$ cat src/rtl/tick_packet_sender_if.sv
// rtl/tick_packet_sender_if.sv - handshake and status bundle for the tick packet sender
interface tick_packet_sender_if #(
  parameter int PACKET_WIDTH = 32,
  parameter int NUM_CHANNELS = 4,
  parameter int FIFO_DEPTH   = 8
);
  localparam int CH_W  = $clog2(NUM_CHANNELS);
  localparam int CNT_W = $clog2(FIFO_DEPTH) + 1;

  logic                             tick;
  logic [NUM_CHANNELS-1:0]              in_empty;
  logic [NUM_CHANNELS*PACKET_WIDTH-1:0] packet_in;
  logic [NUM_CHANNELS-1:0]              ren;
  logic [PACKET_WIDTH-1:0]              packet_out;
  logic                                 packet_out_valid;
  logic [CH_W-1:0]                      packet_out_channel;
  logic                                 out_ready;
  logic [CNT_W-1:0]                     fifo_count;
  logic                                 tick_overrun;

  // Sender side: consumes input buffers, produces the output stream.
  modport master (
    input  tick, in_empty, packet_in, out_ready,
    output ren, packet_out, packet_out_valid, packet_out_channel, fifo_count, tick_overrun
  );

  // Environment side: owns the input buffers and the downstream sink.
  modport slave (
    output tick, in_empty, packet_in, out_ready,
    input  ren, packet_out, packet_out_valid, packet_out_channel, fifo_count, tick_overrun
  );
endinterface

$ cat src/rtl/tick_packet_sender.sv
// rtl/tick_packet_sender.sv - tick-windowed round-robin drain of input buffers into an output FIFO
module tick_packet_sender #(
  parameter int PACKET_WIDTH = 32,
  parameter int NUM_CHANNELS = 4,
  parameter int FIFO_DEPTH   = 8,
  parameter int MAX_PER_TICK = 16
) (
  input  logic                 clk,
  input  logic                 rst,
  tick_packet_sender_if.master bus
);
  localparam int CH_W = $clog2(NUM_CHANNELS);
  localparam int AW   = $clog2(FIFO_DEPTH);
  localparam int CW   = AW + 1;
  localparam int WCW  = $clog2(MAX_PER_TICK + 1);
  localparam int EW   = CH_W + PACKET_WIDTH;

  typedef enum logic {IDLE, DRAIN} state_e;

  state_e            state_q, state_d;
  logic [CH_W-1:0]   rr_ptr_q, rr_ptr_d;
  logic [WCW-1:0]    win_cnt_q, win_cnt_d;
  logic [CW-1:0]     count_q, count_d;
  logic [AW-1:0]     wr_ptr_q, rd_ptr_q;
  logic [EW-1:0]     mem_q [FIFO_DEPTH];
  logic              overrun_q;

  logic              found;
  logic [CH_W-1:0]   winner;
  logic [CH_W-1:0]   winner_next;
  logic              grant;
  logic              full;
  logic              pop;
  logic [NUM_CHANNELS-1:0] ren_vec;
  logic [PACKET_WIDTH-1:0] win_data;
  logic [EW-1:0]     head;

  assign full = (count_q == CW'(FIFO_DEPTH));
  assign pop  = (count_q != '0) && bus.out_ready;

  // Round-robin search: first non-empty channel at or after rr_ptr, wrapping.
  always_comb begin
    int unsigned     sum;
    logic [CH_W-1:0] idx;
    found = 1'b0;
    winner = '0;
    sum = 0;
    idx = '0;
    for (int i = 0; i < NUM_CHANNELS; i++) begin
      sum = (32'(rr_ptr_q) + 32'(i)) % NUM_CHANNELS;
      idx = CH_W'(sum);
      if (!found && !bus.in_empty[idx]) begin
        found  = 1'b1;
        winner = idx;
      end
    end
  end

  assign winner_next = (winner == CH_W'(NUM_CHANNELS - 1)) ? '0 : winner + 1'b1;
  assign win_data    = bus.packet_in[32'(winner)*PACKET_WIDTH +: PACKET_WIDTH];

  // Next-state: window opens on tick, closes when inputs run dry or the quota is used.
  always_comb begin
    state_d   = state_q;
    rr_ptr_d  = rr_ptr_q;
    win_cnt_d = win_cnt_q;
    grant     = 1'b0;
    case (state_q)
      IDLE: begin
        if (bus.tick) begin
          state_d   = DRAIN;
          win_cnt_d = '0;
        end
      end
      DRAIN: begin
        if (!found) begin
          state_d = IDLE;
        end else if (!full) begin
          grant     = 1'b1;
          rr_ptr_d  = winner_next;
          win_cnt_d = win_cnt_q + 1'b1;
          if (win_cnt_q == WCW'(MAX_PER_TICK - 1)) state_d = IDLE;
        end
      end
      default: state_d = IDLE;
    endcase
  end

  // One-hot read strobe for the granted channel.
  always_comb begin
    ren_vec = '0;
    if (grant) ren_vec[winner] = 1'b1;
  end

  // Occupancy: a simultaneous push and pop leaves the count unchanged.
  always_comb begin
    count_d = count_q;
    case ({grant, pop})
      2'b10:   count_d = count_q + 1'b1;
      2'b01:   count_d = count_q - 1'b1;
      default: count_d = count_q;
    endcase
  end

  // Control state, FIFO pointers and the sticky overrun flag.
  always_ff @(posedge clk or negedge rst) begin
    if (!rst) begin
      state_q   <= IDLE;
      rr_ptr_q  <= '0;
      win_cnt_q <= '0;
      count_q   <= '0;
      wr_ptr_q  <= '0;
      rd_ptr_q  <= '0;
      overrun_q <= 1'b0;
    end else begin
      state_q   <= state_d;
      rr_ptr_q  <= rr_ptr_d;
      win_cnt_q <= win_cnt_d;
      count_q   <= count_d;
      if (grant) wr_ptr_q <= wr_ptr_q + 1'b1;
      if (pop)   rd_ptr_q <= rd_ptr_q + 1'b1;
      if (bus.tick && state_q == DRAIN) overrun_q <= 1'b1;
    end
  end

  // FIFO storage holds {channel, word}; contents are don't-care once pointers reset.
  always_ff @(posedge clk) begin
    if (grant) mem_q[wr_ptr_q] <= {winner, win_data};
  end

  assign head = mem_q[rd_ptr_q];

  assign bus.ren                = ren_vec;
  assign bus.packet_out_valid   = (count_q != '0);
  assign bus.packet_out         = bus.packet_out_valid ? head[PACKET_WIDTH-1:0] : '0;
  assign bus.packet_out_channel = bus.packet_out_valid ? head[EW-1 -: CH_W] : '0;
  assign bus.fifo_count         = count_q;
  assign bus.tick_overrun       = overrun_q;
endmodule
$ cat src/flat_wrapper.sv
// flat-port wrapper written by rule: the top's interface ports become plain ports
module tick_packet_sender_flat 
#(
  parameter int PACKET_WIDTH = 32,
  parameter int NUM_CHANNELS = 4,
  parameter int FIFO_DEPTH   = 8,
  parameter int MAX_PER_TICK = 16
)
  (clk, rst, bus_tick, bus_in_empty, bus_packet_in, bus_out_ready, bus_ren, bus_packet_out, bus_packet_out_valid, bus_packet_out_channel, bus_fifo_count, bus_tick_overrun);
  tick_packet_sender_if #(.PACKET_WIDTH(PACKET_WIDTH), .NUM_CHANNELS(NUM_CHANNELS), .FIFO_DEPTH(FIFO_DEPTH)) bus_i ();
  input  logic clk;
  input  logic rst;
  input wire logic [$bits(bus_i.tick)-1:0] bus_tick;
  input wire logic [$bits(bus_i.in_empty)-1:0] bus_in_empty;
  input wire logic [$bits(bus_i.packet_in)-1:0] bus_packet_in;
  input wire logic [$bits(bus_i.out_ready)-1:0] bus_out_ready;
  output wire logic [$bits(bus_i.ren)-1:0] bus_ren;
  output wire logic [$bits(bus_i.packet_out)-1:0] bus_packet_out;
  output wire logic [$bits(bus_i.packet_out_valid)-1:0] bus_packet_out_valid;
  output wire logic [$bits(bus_i.packet_out_channel)-1:0] bus_packet_out_channel;
  output wire logic [$bits(bus_i.fifo_count)-1:0] bus_fifo_count;
  output wire logic [$bits(bus_i.tick_overrun)-1:0] bus_tick_overrun;
  assign bus_i.tick = bus_tick;
  assign bus_i.in_empty = bus_in_empty;
  assign bus_i.packet_in = bus_packet_in;
  assign bus_i.out_ready = bus_out_ready;
  assign bus_ren = bus_i.ren;
  assign bus_packet_out = bus_i.packet_out;
  assign bus_packet_out_valid = bus_i.packet_out_valid;
  assign bus_packet_out_channel = bus_i.packet_out_channel;
  assign bus_fifo_count = bus_i.fifo_count;
  assign bus_tick_overrun = bus_i.tick_overrun;
  tick_packet_sender #(.PACKET_WIDTH(PACKET_WIDTH), .NUM_CHANNELS(NUM_CHANNELS), .FIFO_DEPTH(FIFO_DEPTH), .MAX_PER_TICK(MAX_PER_TICK)) u_core (.clk(clk), .rst(rst), .bus(bus_i));
endmodule
$ cat config.mk
export PLATFORM = sky130hd
export DESIGN_NAME = tick_packet_sender_flat
export DESIGN_NICKNAME = d
export VERILOG_FILES = /design/src/rtl/tick_packet_sender_if.sv /design/src/rtl/tick_packet_sender.sv /design/src/flat_wrapper.sv
export SDC_FILE = /design/constraint.sdc
export NUM_CORES = 1
export LEC_CHECK = 0
export CAP_MARGIN = 40
export CORE_UTILIZATION = 50
export CTS_CLUSTER_DIAMETER = 200
export DETAILED_ROUTE_END_ITERATION = 10
export PLACE_DENSITY = 0.82
export SLEW_MARGIN = 20
export SYNTH_ARGS = -nofsm -noshare
export SYNTH_HDL_FRONTEND = slang
export SYNTH_SLANG_ARGS = --single-unit
$ cat constraint.sdc
create_clock -name clk -period 6.29 [get_ports clk]
set_input_delay 1.258 -clock clk [delete_from_list [all_inputs] [get_ports clk]]
set_output_delay 1.258 -clock clk [all_outputs]
set_load 0.1 [all_outputs]
=== Yosys cells after proc, flatten, opt, wreduce, memory -nomap -nowiden ===
Memory sizes are Yosys's and may differ from the RTL's.
Cells that the tools add are included.

* Register bits after elaboration: 19
* Bits in latches: 0
* RAM bits: 272
* Bits in read-only memories: 0
* Input bits: 136
* Output and inout bits: 44
* Logic and storage cells: 86
* Memories: 1

* Add/sub/neg operators: 9
* $mul: 0
* Div/mod/pow operators: 0
* $lt $le $gt $ge: 6
* Equal/unequal tests: 8
* Shift-type cells: 1
* Multiplexer cells: 37
* Bitwise gates (word level): 2
* Reductions and logical operators: 15

{| class="wikitable"
|+ Memory list
! memory !! words !! width !! rd ports !! clocked after Yosys merged registers in !! wr ports !! line !! text
|-
| u_core.mem_q || 8 || 34 || 1 || 0 || 1 || tick_packet_sender.sv:25 || <nowiki>logic [EW-1:0] mem_q [FIFO_DEPTH];</nowiki>
|}

{| class="wikitable"
|+ Operator list
! kind !! number
|-
| $shiftx A128 B8 Y32 || 1
|-
| $mux W32 || 1
|-
| $mux W1 || 18
|-
| $lt A2 B3 Y1 const B || 5
|-
| $mux W5 || 3
|-
| $mux W2 || 6
|-
| $pmux W5 S2 || 1
|-
| $bmux W1 S2 || 4
|-
| $pmux W4 S2 || 1
|-
| $add A3 B1 Y3 const B || 2
|-
| $logic_and A1 B1 Y1 || 6
|-
| $ne A2 B2 Y1 const B || 3
|-
| $reduce_and A3 Y1 || 2
|-
| $add A5 B1 Y5 const B || 1
|-
| $eq A5 B4 Y1 const B || 1
|-
| $logic_not A1 Y1 || 5
|-
| $add A2 B1 Y2 const B || 2
|-
| $add A2 B2 Y2 const B || 2
|-
| $add A4 B1 Y4 const B || 1
|-
| $eq A2 B2 Y1 const B || 2
|-
| $eq A4 B4 Y1 const B || 1
|-
| $mux W4 || 1
|-
| $reduce_bool A4 Y1 || 1
|-
| $sub A4 B1 Y4 const B || 1
|-
| 6 further kinds || 7
|}

=== Longest topological paths before layout ===
* Depth after elaboration: 17
* Mapped depth: 12
* Depth with buffers taken out: 10

=== Worst setup path before layout ===
OpenSTA, ideal clock, no wires.

* Path type: input to register
* Start point: input bus_in_empty[0]
* End point: memory u_core.mem_q[0][0] (netlist bit) (enable)
* Setup time: 0.510 ns
* Arrival time: 4.993 ns
* Required time: 5.780 ns
* Slack: 0.787 ns
* Stages on the path: 3
* Buffers on the path: 0
* Path through: and4_1 -> a21o_1 -> nor4_1

* Word-level cells in the longest chain between the ends: 15
* Elaborated cells on any way between the ends: 24
* Classes of those cells: mux (16); reduce/logical (8)

{| class="wikitable"
|+ RTL lines
! what !! line !! text
|-
| start, declared || flat_wrapper.sv:14 || <nowiki>input wire logic [$bits(bus_i.in_empty)-1:0] bus_in_empty;</nowiki>
|-
| $bmux W1 S2 || tick_packet_sender.sv:52 || <nowiki>if (!found && !bus.in_empty[idx]) begin</nowiki>
|-
| $mux W1 (not written as such) || tick_packet_sender.sv:52 ||
|-
| $logic_not A1 Y1 || tick_packet_sender.sv:52 ||
|-
| $logic_and A1 B1 Y1 || tick_packet_sender.sv:52 ||
|-
| $mux W1 || tick_packet_sender.sv:52 ||
|-
| $logic_not A1 Y1 || tick_packet_sender.sv:52 ||
|-
| $logic_and A1 B1 Y1 || tick_packet_sender.sv:52 ||
|-
| $mux W1 || tick_packet_sender.sv:52 ||
|-
| $logic_not A1 Y1 || tick_packet_sender.sv:52 ||
|-
| $logic_and A1 B1 Y1 || tick_packet_sender.sv:52 ||
|-
| $mux W1 * || tick_packet_sender.sv:52 ||
|-
| $mux W1 * || tick_packet_sender.sv:76 || <nowiki>if (!found) begin</nowiki>
|-
| $mux W1 * || tick_packet_sender.sv:68 || <nowiki>case (state_q)</nowiki>
|-
| $mux W1 * || tick_packet_sender.sv:128 || <nowiki>if (grant) mem_q[wr_ptr_q] <= {winner, win_data};</nowiki>
|-
| $mux W1 (not written as such) * || tick_packet_sender.sv:128 ||
|-
| end, declared || tick_packet_sender.sv:25 ||
|}

Every way passes the cells marked *; elsewhere a longest branch is shown, timed or not. The select of a mux whose other input is x is not followed.

=== Worst setup path in the final report ===
* Start point: input bus_in_empty[0]
* End point: output bus_ren[0]

* Word-level cells in the longest chain between the ends: 16
* Elaborated cells on any way between the ends: 32
* Classes of those cells: order compare (2); mux (21); reduce/logical (9)

{| class="wikitable"
|+ RTL lines
! what !! line !! text
|-
| $bmux W1 S2 || tick_packet_sender.sv:52 ||
|-
| $mux W1 (not written as such) || tick_packet_sender.sv:52 ||
|-
| $logic_not A1 Y1 || tick_packet_sender.sv:52 ||
|-
| $logic_and A1 B1 Y1 || tick_packet_sender.sv:52 ||
|-
| $mux W1 || tick_packet_sender.sv:52 ||
|-
| $logic_not A1 Y1 || tick_packet_sender.sv:52 ||
|-
| $logic_and A1 B1 Y1 || tick_packet_sender.sv:52 ||
|-
| $mux W1 || tick_packet_sender.sv:52 ||
|-
| $logic_not A1 Y1 || tick_packet_sender.sv:52 ||
|-
| $logic_and A1 B1 Y1 || tick_packet_sender.sv:52 ||
|-
| $mux W2 * || tick_packet_sender.sv:52 ||
|-
| named net u_core.winner[1] || tick_packet_sender.sv:29 || <nowiki>logic [CH_W-1:0] winner;</nowiki>
|-
| $lt A2 B3 Y1 (not written as such) / $ge A2 B1 Y1 (equally long branches) || tick_packet_sender.sv:92 || <nowiki>if (grant) ren_vec[winner] = 1'b1;</nowiki>
|-
| $logic_and A1 B1 Y1 (not written as such) || tick_packet_sender.sv:92 ||
|-
| $mux W1 (not written as such) || tick_packet_sender.sv:92 ||
|-
| $demux W1 S2 * || - ||
|-
| $mux W4 * || tick_packet_sender.sv:92 ||
|-
| end, declared || flat_wrapper.sv:17 || <nowiki>output wire logic [$bits(bus_i.ren)-1:0] bus_ren;</nowiki>
|}

Mark *: on every way through the listed nets, which the timed path passes. The rest lies on a longest branch. The select of a mux whose other input is x is not followed.

==> impl_results.md <==
- Status: completed
- Crit path required time: 5030 ps
- Distinct cell type count after synthesis: 44
- GP Congestion: 0.719
- Antenna diode count: 0
- Vias in the first global route: 7531
- Final Max Slew Viols: 0
- GR Util met1: 0.262
- # DRC: 0
- Commonest non-fill, non-tap cell in the layout: edfxtp_1
- Io pins: 180
- Min Tclk post-route: between 4000 and 5000 ps
- Max-cap violation count: 0
- Post CTS Setup Buffer Count: 0
- H-Tree Depth: 1
- Layout cells sized above 1: 0.213
- Gr usage total: 0.212
- Grt ovf: 0
- Area of the core: 24500 sq um
- CP Capture Type: output port
- Worst skew pair latency: 520 ps
- Hold Path Class: reg -> reg
- Row cnt: 57
- Via count: 6925
- Slowest-stage cell, CP: clkdlybuf4s50_1
- Post-CTS Resized: 0
- Post-synthesis sequential area ratio: 0.684
- Final Util: 0.666
- EDFF count, synth: roughly 270
- CTS tree: done
- Mapped Cells: 661
- Fillers: 1612
- Pre-antenna DRT Iters: 5
- Syn Std Cell Area: 12600 sq um
- Synth Area per Inst: between 15 and 20 sq um
- Drt via density: 5.58
- Largest net degree at the start of global routing: 40
- Worst-path fanout max: 18
- Clk buf depth: 3
- Final period util: 0.751
- GR Util met3: 0.0354
- Layout Nets: 1041
- Iteration-0 DRC Markers: 534
- CTS root buffer: clkbuf_16
- Hold buffers post-CTS: 0
- ANT nets after route: 0
- Post-DP HPWL: about 16 mm
- Slew @ Worst Pin: 792 ps
- Initial antenna violation count: 0
- Design Area, Final: 16300 sq um
- Final setup TNS: 0 ps
- RSZ-0062 raised after global routing: false
- Relative slew slack: 0.457
- Placed Area: 15500 sq um
- Clk_skew: 7.22 ps
- Layout area overhead: 29.3%
- Met2 global-route usage: 0.387
- Ys flop type: edfxtp_1
- Post-synth ARST share: 0.0653
- Worst-path clk slew: 60 ps
- Commonest non-fill, non-tap cells in the layout: edfxtp_1 (272), clkdlybuf4s50_1 (175), mux2i_1 (130), mux4_2 (68), buf_8 (36)
- Yosys warns: 0
- WP buf/inv: 3
- Die H: 161 um
- Clk sinks: 291
- Most Crowded Layer GR: met2
- TritonCTS Buffers: 28
- Die X: around 160 um
- Yosys reg bits: 291
- Final hold violations: 0
- PortBufs: roughly 180
- Wire per inst: 21.7 um
- Kind of start point of the critical path: input port
- Final WL: roughly 27 mm
- Initial Util: 0.515
- Setup CP Type: in -> out
- Die Area: 25900 sq um
- Fmax: approximately 0.21 GHz
- CP Data Arrival Time: 3460 ps
- Worst-path cell chain: clkdlybuf4s50_1 > nor2b_2 > nor3b_1 > o22a_2 > inv_2 > ha_1 > and3_1 > buf_4
- First-pass GRT wire length: approximately 42 mm
- Mapped Nets: 808
- Setup violators final: 0
- Largest delay share family, worst path: buffers and inverters
- CP peak stage delay: 500 ps
Yosys cell counts, drive strengths merged (4+ instances only):
master	count	area (sq um)
edfxtp	272	8170
mux2i	130	1300
mux4	68	1530
nor2	37	139
buf	24	218
dfrtp	19	475
clkbuf	14	61.3
ha	11	138
nand2	10	40.0
nor3	7	40.0
xnor2	7	61.3
mux2	6	67.6
nand2b	6	37.5
a21o	5	37.5
and3	5	31.3
o21ai	5	25.0
inv	4	15.0
nor3b	4	30.0
xor2	4	35.0
registers in the layout, summed over array words and instances, names as in the netlist:
| register | cells |
|---|---|
| u_core.mem_q | 272 |
| u_core.win_cnt_q | 5 |
| u_core.bus.fifo_count | 4 |
| u_core.rd_ptr_q | 3 |
| u_core.wr_ptr_q | 3 |
| u_core.rr_ptr_q | 2 |
| u_core.bus.tick_overrun | 1 |
| u_core.state_q | 1 |
final timing paths:
check	from	end	slack, ps	cells past startpoint
max in group asynchronous	rst	u_core.rd_ptr_q[0]	4860	2
worst max-delay path	bus_in_empty[0]	bus_ren[0]	1570	8
worst min register to register	u_core.bus.tick_overrun	u_core.bus.tick_overrun	480	1
worst max register to register	u_core.bus.fifo_count[1]	u_core.mem_q[6][18]	3250	5
min in group asynchronous	rst	u_core.win_cnt_q[2]	1010	1
worst min-delay path	u_core.bus.tick_overrun	u_core.bus.tick_overrun	480	1
through the flow:
step | hold slack, ps | instances | worst slack, ps
5_1_grt | 488 | 1240 | 1440
4_1_cts | 481 | 1239 | 1530
2_1_floorplan | 501 | 661 | 787
6_report | 477 | 1240 | 1570
3_5_place_dp | 467 | 1187 | 1550
3_3_place_gp | 440 | 1144 | 1610
kinds of logic after synthesis:
kind of cell               synth area share
adders and majority gates            0.0109
and+or+nand+nor                      0.0328
muxes                                 0.229
DFF                                   0.684
buffers and inverters                0.0233
xor gates and xnor gates            0.00762
AOI/OAI and AO/OA                    0.0122
metal layers:
| layer | routed length (um) | up-vias |
|---|---|---|
| met5 | 0 | - |
| met4 | 542 | 0 |
| met3 | 1590 | 39 |
| met2 | 14200 | 265 |
| li1 | - | 3132 |
| met1 | 10600 | 3489 |
cell type report:
class                   instances  area [sq um]  area share
flip-flops and latches        291          8650       0.529
multi-input cells             328          3760       0.230
repair buffers                241          2660       0.163
clock buffers                  38           769      0.0471
well taps                     324           405      0.0248
clock inverters                14          86.3     0.00528
inverters                       4          15.0    0.000918
Power is left out: the tool's default activity adds up to more than one toggle a clock period on the data nets, which glitch-free logic cannot reach.
